### src/rtl/csel_pair_stage_if.sv
`default_nettype none
// ============================================================================
// Module      : csel_pair_stage_if
// Description : Handshake and result bus of the carry-select operand stage.
//               Upstream supplies operand pairs, downstream consumes the
//               candidate sums. The ovf0/ovf1 signals exist only when the
//               CSEL_OVF_EN macro is defined.
// Revision    : 1.0 - initial release
// ============================================================================
interface csel_pair_stage_if #(
  parameter int W     = 16,
  parameter int DEPTH = 2
);

  localparam int c_ow = $clog2(DEPTH + 1);

  logic            in_valid;
  logic            in_ready;
  logic [W-1:0]    a;
  logic [W-1:0]    b;
  logic            out_valid;
  logic            out_ready;
  logic [W-1:0]    sum0;
  logic [W-1:0]    sum1;
  logic            cout0;
  logic            cout1;
  logic [c_ow-1:0] occ;
`ifdef CSEL_OVF_EN
  logic            ovf0;
  logic            ovf1;
`endif

  // Producer/consumer side (drives operands and consumes results).
  modport master (
    output in_valid, a, b, out_ready,
    input  in_ready, out_valid, sum0, sum1, cout0, cout1, occ
`ifdef CSEL_OVF_EN
    , ovf0, ovf1
`endif
  );

  // Stage side.
  modport slave (
    input  in_valid, a, b, out_ready,
    output in_ready, out_valid, sum0, sum1, cout0, cout1, occ
`ifdef CSEL_OVF_EN
    , ovf0, ovf1
`endif
  );

endinterface
`default_nettype wire

### src/rtl/csel_pair_stage.sv
`default_nettype none
// ============================================================================
// Module      : csel_pair_stage
// Description : Registered operand stage for a carry-select adder. Computes
//               a+b and a+b+1 (with carry-outs) for each accepted operand
//               pair and queues both candidates in an in-order FIFO whose
//               head feeds the carry-select mux.
//               Optional feature macro: CSEL_OVF_EN (signed overflow flags).
// Revision    : 1.0 - initial release
// ============================================================================
module csel_pair_stage #(
  parameter int W     = 16,
  parameter int DEPTH = 2
) (
  input wire               clk,
  input wire               rst_n,
  csel_pair_stage_if.slave bus
);

  localparam int              c_pw   = (DEPTH > 1) ? $clog2(DEPTH) : 1;
  localparam int              c_ow   = $clog2(DEPTH + 1);
  localparam logic [c_ow-1:0] c_full = c_ow'(DEPTH);

  // FIFO bookkeeping
  logic [c_pw-1:0] r_wr_ptr;
  logic [c_pw-1:0] r_rd_ptr;
  logic [c_pw-1:0] r_last_ptr;  // slot of the most recently popped entry
  logic [c_ow-1:0] r_occ;

  // FIFO storage
  logic [W-1:0]    r_sum0  [DEPTH];
  logic [W-1:0]    r_sum1  [DEPTH];
  logic            r_cout0 [DEPTH];
  logic            r_cout1 [DEPTH];
`ifdef CSEL_OVF_EN
  logic            r_ovf0  [DEPTH];
  logic            r_ovf1  [DEPTH];
  logic            w_ovf0;
  logic            w_ovf1;
`endif

  logic            w_push;
  logic            w_pop;
  logic            w_empty;
  logic [W:0]      w_add0;
  logic [W:0]      w_add1;
  logic [c_pw-1:0] w_head_idx;

  // Full/empty come from the occupancy count only, never from pointers.
  assign w_empty = (r_occ == '0);
  assign w_push  = bus.in_valid && (r_occ != c_full);
  assign w_pop   = bus.out_ready && !w_empty;

  // Both candidate sums in W+1-bit unsigned arithmetic; the +1 variant is
  // an increment of the plain sum, so only one full-width adder is needed.
  assign w_add0 = {1'b0, bus.a} + {1'b0, bus.b};
  assign w_add1 = w_add0 + 1'b1;

`ifdef CSEL_OVF_EN
  // Signed overflow: operands agree in sign but the result sign differs.
  assign w_ovf0 = (bus.a[W-1] == bus.b[W-1]) && (w_add0[W-1] != bus.a[W-1]);
  assign w_ovf1 = (bus.a[W-1] == bus.b[W-1]) && (w_add1[W-1] != bus.a[W-1]);
`endif

  // Pointer and occupancy update; push and pop together leave occ unchanged.
  always_ff @(posedge clk or negedge rst_n) begin
    if (!rst_n) begin
      r_wr_ptr   <= '0;
      r_rd_ptr   <= '0;
      r_last_ptr <= '0;
      r_occ      <= '0;
    end else begin
      if (w_push) begin
        r_wr_ptr <= r_wr_ptr + 1'b1;
      end
      if (w_pop) begin
        r_rd_ptr   <= r_rd_ptr + 1'b1;
        r_last_ptr <= r_rd_ptr;
      end
      case ({w_push, w_pop})
        2'b10:   r_occ <= r_occ + 1'b1;
        2'b01:   r_occ <= r_occ - 1'b1;
        default: r_occ <= r_occ;
      endcase
    end
  end

  // Result storage; cleared on reset so an idle output reads zero.
  always_ff @(posedge clk or negedge rst_n) begin
    if (!rst_n) begin
      for (int i = 0; i < DEPTH; i++) begin
        r_sum0[i]  <= '0;
        r_sum1[i]  <= '0;
        r_cout0[i] <= 1'b0;
        r_cout1[i] <= 1'b0;
`ifdef CSEL_OVF_EN
        r_ovf0[i]  <= 1'b0;
        r_ovf1[i]  <= 1'b0;
`endif
      end
    end else if (w_push) begin
      r_sum0[r_wr_ptr]  <= w_add0[W-1:0];
      r_sum1[r_wr_ptr]  <= w_add1[W-1:0];
      r_cout0[r_wr_ptr] <= w_add0[W];
      r_cout1[r_wr_ptr] <= w_add1[W];
`ifdef CSEL_OVF_EN
      r_ovf0[r_wr_ptr]  <= w_ovf0;
      r_ovf1[r_wr_ptr]  <= w_ovf1;
`endif
    end
  end

  // When empty the read pointer already points past the last head, so the
  // outputs are steered to the last popped slot to keep the old value. That
  // slot cannot be overwritten while empty because writes go to r_rd_ptr.
  assign w_head_idx = w_empty ? r_last_ptr : r_rd_ptr;

  assign bus.in_ready  = (r_occ != c_full);
  assign bus.out_valid = !w_empty;
  assign bus.occ       = r_occ;
  assign bus.sum0      = r_sum0[w_head_idx];
  assign bus.sum1      = r_sum1[w_head_idx];
  assign bus.cout0     = r_cout0[w_head_idx];
  assign bus.cout1     = r_cout1[w_head_idx];
`ifdef CSEL_OVF_EN
  assign bus.ovf0      = r_ovf0[w_head_idx];
  assign bus.ovf1      = r_ovf1[w_head_idx];
`endif

endmodule
`default_nettype wire

### src/flat_wrapper.sv
// flat-port wrapper written by rule: the top's interface ports become plain ports
module csel_pair_stage_flat 
#(
  parameter int W     = 16,
  parameter int DEPTH = 2
)
  (clk, rst_n, bus_in_valid, bus_a, bus_b, bus_out_ready, bus_in_ready, bus_out_valid, bus_sum0, bus_sum1, bus_cout0, bus_cout1, bus_occ);
  csel_pair_stage_if #(.W(W), .DEPTH(DEPTH)) bus_i ();
  input wire clk;
  input wire rst_n;
  input wire logic [$bits(bus_i.in_valid)-1:0] bus_in_valid;
  input wire logic [$bits(bus_i.a)-1:0] bus_a;
  input wire logic [$bits(bus_i.b)-1:0] bus_b;
  input wire logic [$bits(bus_i.out_ready)-1:0] bus_out_ready;
  output wire logic [$bits(bus_i.in_ready)-1:0] bus_in_ready;
  output wire logic [$bits(bus_i.out_valid)-1:0] bus_out_valid;
  output wire logic [$bits(bus_i.sum0)-1:0] bus_sum0;
  output wire logic [$bits(bus_i.sum1)-1:0] bus_sum1;
  output wire logic [$bits(bus_i.cout0)-1:0] bus_cout0;
  output wire logic [$bits(bus_i.cout1)-1:0] bus_cout1;
  output wire logic [$bits(bus_i.occ)-1:0] bus_occ;
  assign bus_i.in_valid = bus_in_valid;
  assign bus_i.a = bus_a;
  assign bus_i.b = bus_b;
  assign bus_i.out_ready = bus_out_ready;
  assign bus_in_ready = bus_i.in_ready;
  assign bus_out_valid = bus_i.out_valid;
  assign bus_sum0 = bus_i.sum0;
  assign bus_sum1 = bus_i.sum1;
  assign bus_cout0 = bus_i.cout0;
  assign bus_cout1 = bus_i.cout1;
  assign bus_occ = bus_i.occ;
  csel_pair_stage #(.W(W), .DEPTH(DEPTH)) u_core (.clk(clk), .rst_n(rst_n), .bus(bus_i));
endmodule
### config.mk
export PLATFORM = sky130hd
export DESIGN_NAME = csel_pair_stage_flat
export DESIGN_NICKNAME = d
export VERILOG_FILES = /design/src/rtl/csel_pair_stage_if.sv /design/src/rtl/csel_pair_stage.sv /design/src/flat_wrapper.sv
export SDC_FILE = /design/constraint.sdc
export NUM_CORES = 1
export LEC_CHECK = 0
export CORE_ASPECT_RATIO = 1.5
export CORE_MARGIN = 2
export CORE_UTILIZATION = 35
export CTS_CLUSTER_DIAMETER = 50
export DETAILED_ROUTE_END_ITERATION = 12
export SLEW_MARGIN = 20
export SYNTH_ARGS = -nofsm -noshare
export SYNTH_HDL_FRONTEND = slang
export SYNTH_SLANG_ARGS = --single-unit
### constraint.sdc
create_clock -name clk -period 2.1 [get_ports clk]
set_input_delay 0.315 -clock clk [delete_from_list [all_inputs] [get_ports clk]]
set_output_delay 0.315 -clock clk [all_outputs]
set_load 0.02 [all_outputs]
==> metrics.txt <==
R2R setup slack=around 220 ps; slowest cell on the critical path=sky130_fd_sc_hd__fa_2; fraction of power spent switching nets=36.22%; cell class contributing the biggest share of worst-path delay=simple AND/OR/NAND/NOR gates; delay of the slowest cell on the worst path=400 ps; count of synthesis-stage warnings from yosys=0; most frequent cells in the layout=85 x sky130_fd_sc_hd__nand2_1, 82 x sky130_fd_sc_hd__buf_4, 73 x sky130_fd_sc_hd__dfrtp_1; outcome=finished with violations; highest attainable clock frequency=between 300 and 400 MHz; highest ir drop seen on vdd=0.5382 mV; count of vias placed by the detailed router=roughly 3,800; initial core utilization=36.04%; post-route insts no fill=approximately 750; number of unique standard cell types used by synthesis=52; type of the most critical hold path=in2async; time the worst path needs with I/O delays and setup=2724 ps; FILL cells=908; Post-synth ARST share=between 90% and 100%; Comb power frac=62.9%; switching power=4.037 mW; CTS Buffer Depth=2; Die Width=roughly 93 um; Pwr Total=11.15 mW; largest clock skew in the final design=between 4 and 5 ps; post-CTS clock slew at the launch and capture registers of the worst setup and hold paths=60 ps; Global Route met2 Usage=32.21%; ratio of cells with drive above 1 in the final layout=51.66%; estimated wirelength of the detail-placed design=7.587 mm; worst hold slack=around 13 ps; die boundary height=between 100 and 150 um; Clk pwr share=about 15%; met1 layer usage reported by global route=20.85%; maximum number of pins on one net before global-route repair=74; Synth Net Count=469; area of the core region=approximately 12,000 um^2; number of DRC violations after detailed routing=0; insertion delay of the later-clocked pin in the worst-skew pair=330 ps; total routed wirelength=11.80 mm; internal power of the cells=7.111 mW; required time at the endpoint of the critical path=2320 ps; most frequent CP cell=sky130_fd_sc_hd__buf_6; mean post-synth cell area=10.09 um^2; buffering stage count on the worst path with inverters included=3; highest fanout seen on the critical path=3; area of the multi-input gates=3064 um^2; LEAKAGE=3.357 nW; cell chosen for the clock root=sky130_fd_sc_hd__clkbuf_16; # setup viols final=63; overall track demand over capacity in global routing=17.86%; pre-CTS setup slack=-1327 ps; critical path endpoint category=flop; final RePlAce weighted congestion=0.8038; unrepaired setup endpoints after global routing=yes; TritonCTS Sinks=73; count of inserted antenna diode cells=0; final worst-path cycle share=129.7%; post-synthesis sequential area ratio=~44%; Post-Syn Area=around 4200 um^2; global-route wire length before repair=18.00 mm; maximum level of the CTS H-tree=3; clock tree from TritonCTS=done; overall die area=12,840 um^2; flops & latches, synth=73; first-pass iteration count of the detailed router=4; worst path cell trace=buf_6, ha_4, fa_2, a21o_4, a221oi_4, buf_6, nor3_2, nor3_4, nor4b_4, buf_4, nand4b_1, xor2_1, mux2_4; category of the critical setup timing path=in2reg; maxcap violations=0; Post-Syn Instances=414; launching element type of the critical path=input pin; Syn-to-layout area delta=73.59%; slew margin rel.=approximately 73%; share of total power in sequential cells=22.4%; instance count after placement with tap cells included=just under 700; Wirelength per Cell=15.69 um; DRC marker count from the first detailed-route iteration=134; clock buffer count from CTS=9; endpoints failing hold=0; number of I/O pins=74; floorplan row count=48; worst slew pin tran=404.6 ps; busiest layer in global routing=met2; EDFF count, synth=0; Main synth FF type=sky130_fd_sc_hd__dfrtp_1; commonest non-fill, non-tap cell in the layout=sky130_fd_sc_hd__nand2_1; setup slack of the critical path after layout=-623.7 ps; final max-slew violation count=0; DR vias/cell=4.987; Detail Route Antenna Nets=0; global routing met3 resource utilization=2.899%; power density over the cells=1537 nW/um^2; arrival time of the worst setup path=slightly below 3000 ps; number of buffer cells added on primary ports=73; violated checks=setup timing; # nets final=around 650; GRT Residual Overflow=0; initial antenna violation count=0; number of buffers inserted for hold repair after clock tree synthesis=0; Sequential cell area=1827 um^2; vias in the first global route=3,782
-- synth_stat cells, types with 3 or more instances --
library cell	number	area (um^2)
sky130_fd_sc_hd__inv_1	3	11.26
sky130_fd_sc_hd__mux2_2	51	574.3
sky130_fd_sc_hd__or2_2	3	18.77
sky130_fd_sc_hd__nand3_1	4	20.02
sky130_fd_sc_hd__and3_1	4	25.02
sky130_fd_sc_hd__ha_1	18	225.2
sky130_fd_sc_hd__xor2_1	11	96.34
sky130_fd_sc_hd__nor3_1	3	15.01
sky130_fd_sc_hd__a21oi_1	8	40.04
sky130_fd_sc_hd__clkbuf_1	16	60.06
sky130_fd_sc_hd__dfrtp_1	73	1827
sky130_fd_sc_hd__nor2_1	14	52.55
sky130_fd_sc_hd__o21ai_0	47	235.2
sky130_fd_sc_hd__a211oi_1	4	30.03
sky130_fd_sc_hd__a21o_1	5	37.54
sky130_fd_sc_hd__nand2_1	87	326.6
sky130_fd_sc_hd__xnor2_1	18	157.7
-- power by group through the flow --
stage,Sequential (mW),Clock [mW],Combinational [mW]
after global placement,2.42,0,5.04
after detailed placement,2.46,0,5.09
after CTS,2.45,1.66,5.38
after global routing,2.56,1.71,7.47
after floorplan,2.40,0,2.99
final,2.50,1.64,7.01
-- sequential cells by signal, indices dropped and copies added (netlist names) --
name and cells:
u_core.r_sum1 32, u_core.r_rd_ptr 1, u_core.r_last_ptr 1, u_core.bus.occ 2
u_core.r_wr_ptr 1, u_core.r_cout1 2, u_core.r_cout0 2, u_core.r_sum0 32
-- final timing paths --
| path | depth (start not counted) | startpoint | to |
|---|---|---|---|
| max | 13 | bus_a[0] | u_core.r_sum1[15] |
| min | 2 | rst_n | u_core.r_sum0[16] |
| max reg2reg | 7 | u_core.bus.occ[0] | u_core.r_sum0[8] |
| min reg2reg | 2 | u_core.r_sum0[16] | u_core.r_sum0[16] |
| max in group asynchronous | 2 | rst_n | u_core.r_rd_ptr |
| min in group clk | 5 | bus_b[0] | u_core.r_sum1[17] |
-- area by class of cell --
type / count / share of cell area, %
Timing Repair Buffer: 190 / 25.41
Sequential cell: 73 / 25.19
Tap cell: 150 / 2.588
Inverter: 3 / 0.1553
Clock buffer: 10 / 3.295
Multi-Input combinational cell: 321 / 42.25
Clock inverter: 5 / 1.104
-- through the flow --
step	setup TNS [ps]	util [%]	instance area, um^2
2_1_floorplan	-9221	-	4270
3_3_place_gp	-50220	49.03	5683
3_5_place_dp	-52820	49.03	5683
4_1_cts	-17070	56.22	6516
5_1_grt	-22390	62.56	7252
6_report	-17310	62.56	7252
-- timing repair --
action | 4_1_cts | 5_1_grt
buffers inserted | 29 | 27
pin swaps | 48 | 40
cloned | 1 | 2
endpoints found under the setup margin | 86 | 71
gates resized for setup | 278 | 157
-- routing by layer --
layer  routed length (um)  share of wire (%)
met2                 6514                 55
met5                    0                  0
met3                  322                2.7
met4                  237                2.0
met1                 4728                 40
-- cell families (layout without fill, tap and decap cells) --
| kind of cell | Yosys count | in the layout | share of synthesized area (%) |
|---|---|---|---|
| fa+ha+maj | 19 | 19 | 5.870 |
| xor+xnor | 29 | 29 | 6.080 |
| mux | 52 | 52 | 13.99 |
| simple gates | 134 | 134 | 15.18 |
| compound gates | 87 | 87 | 13.27 |
| buf+inv | 20 | 208 | 1.887 |
| flops | 73 | 73 | 43.73 |
-- worst register-to-register path, stage by stage, from the launching register on --
cell and delay (ps):
sky130_fd_sc_hd__dfrtp_1 370, sky130_fd_sc_hd__buf_4 130, sky130_fd_sc_hd__buf_4 120, sky130_fd_sc_hd__buf_4 140, sky130_fd_sc_hd__nand2b_1 170, sky130_fd_sc_hd__nand3_2 210, sky130_fd_sc_hd__buf_4 260, sky130_fd_sc_hd__mux2_2 360
Note: power is estimated with default switching activity, not from simulation.
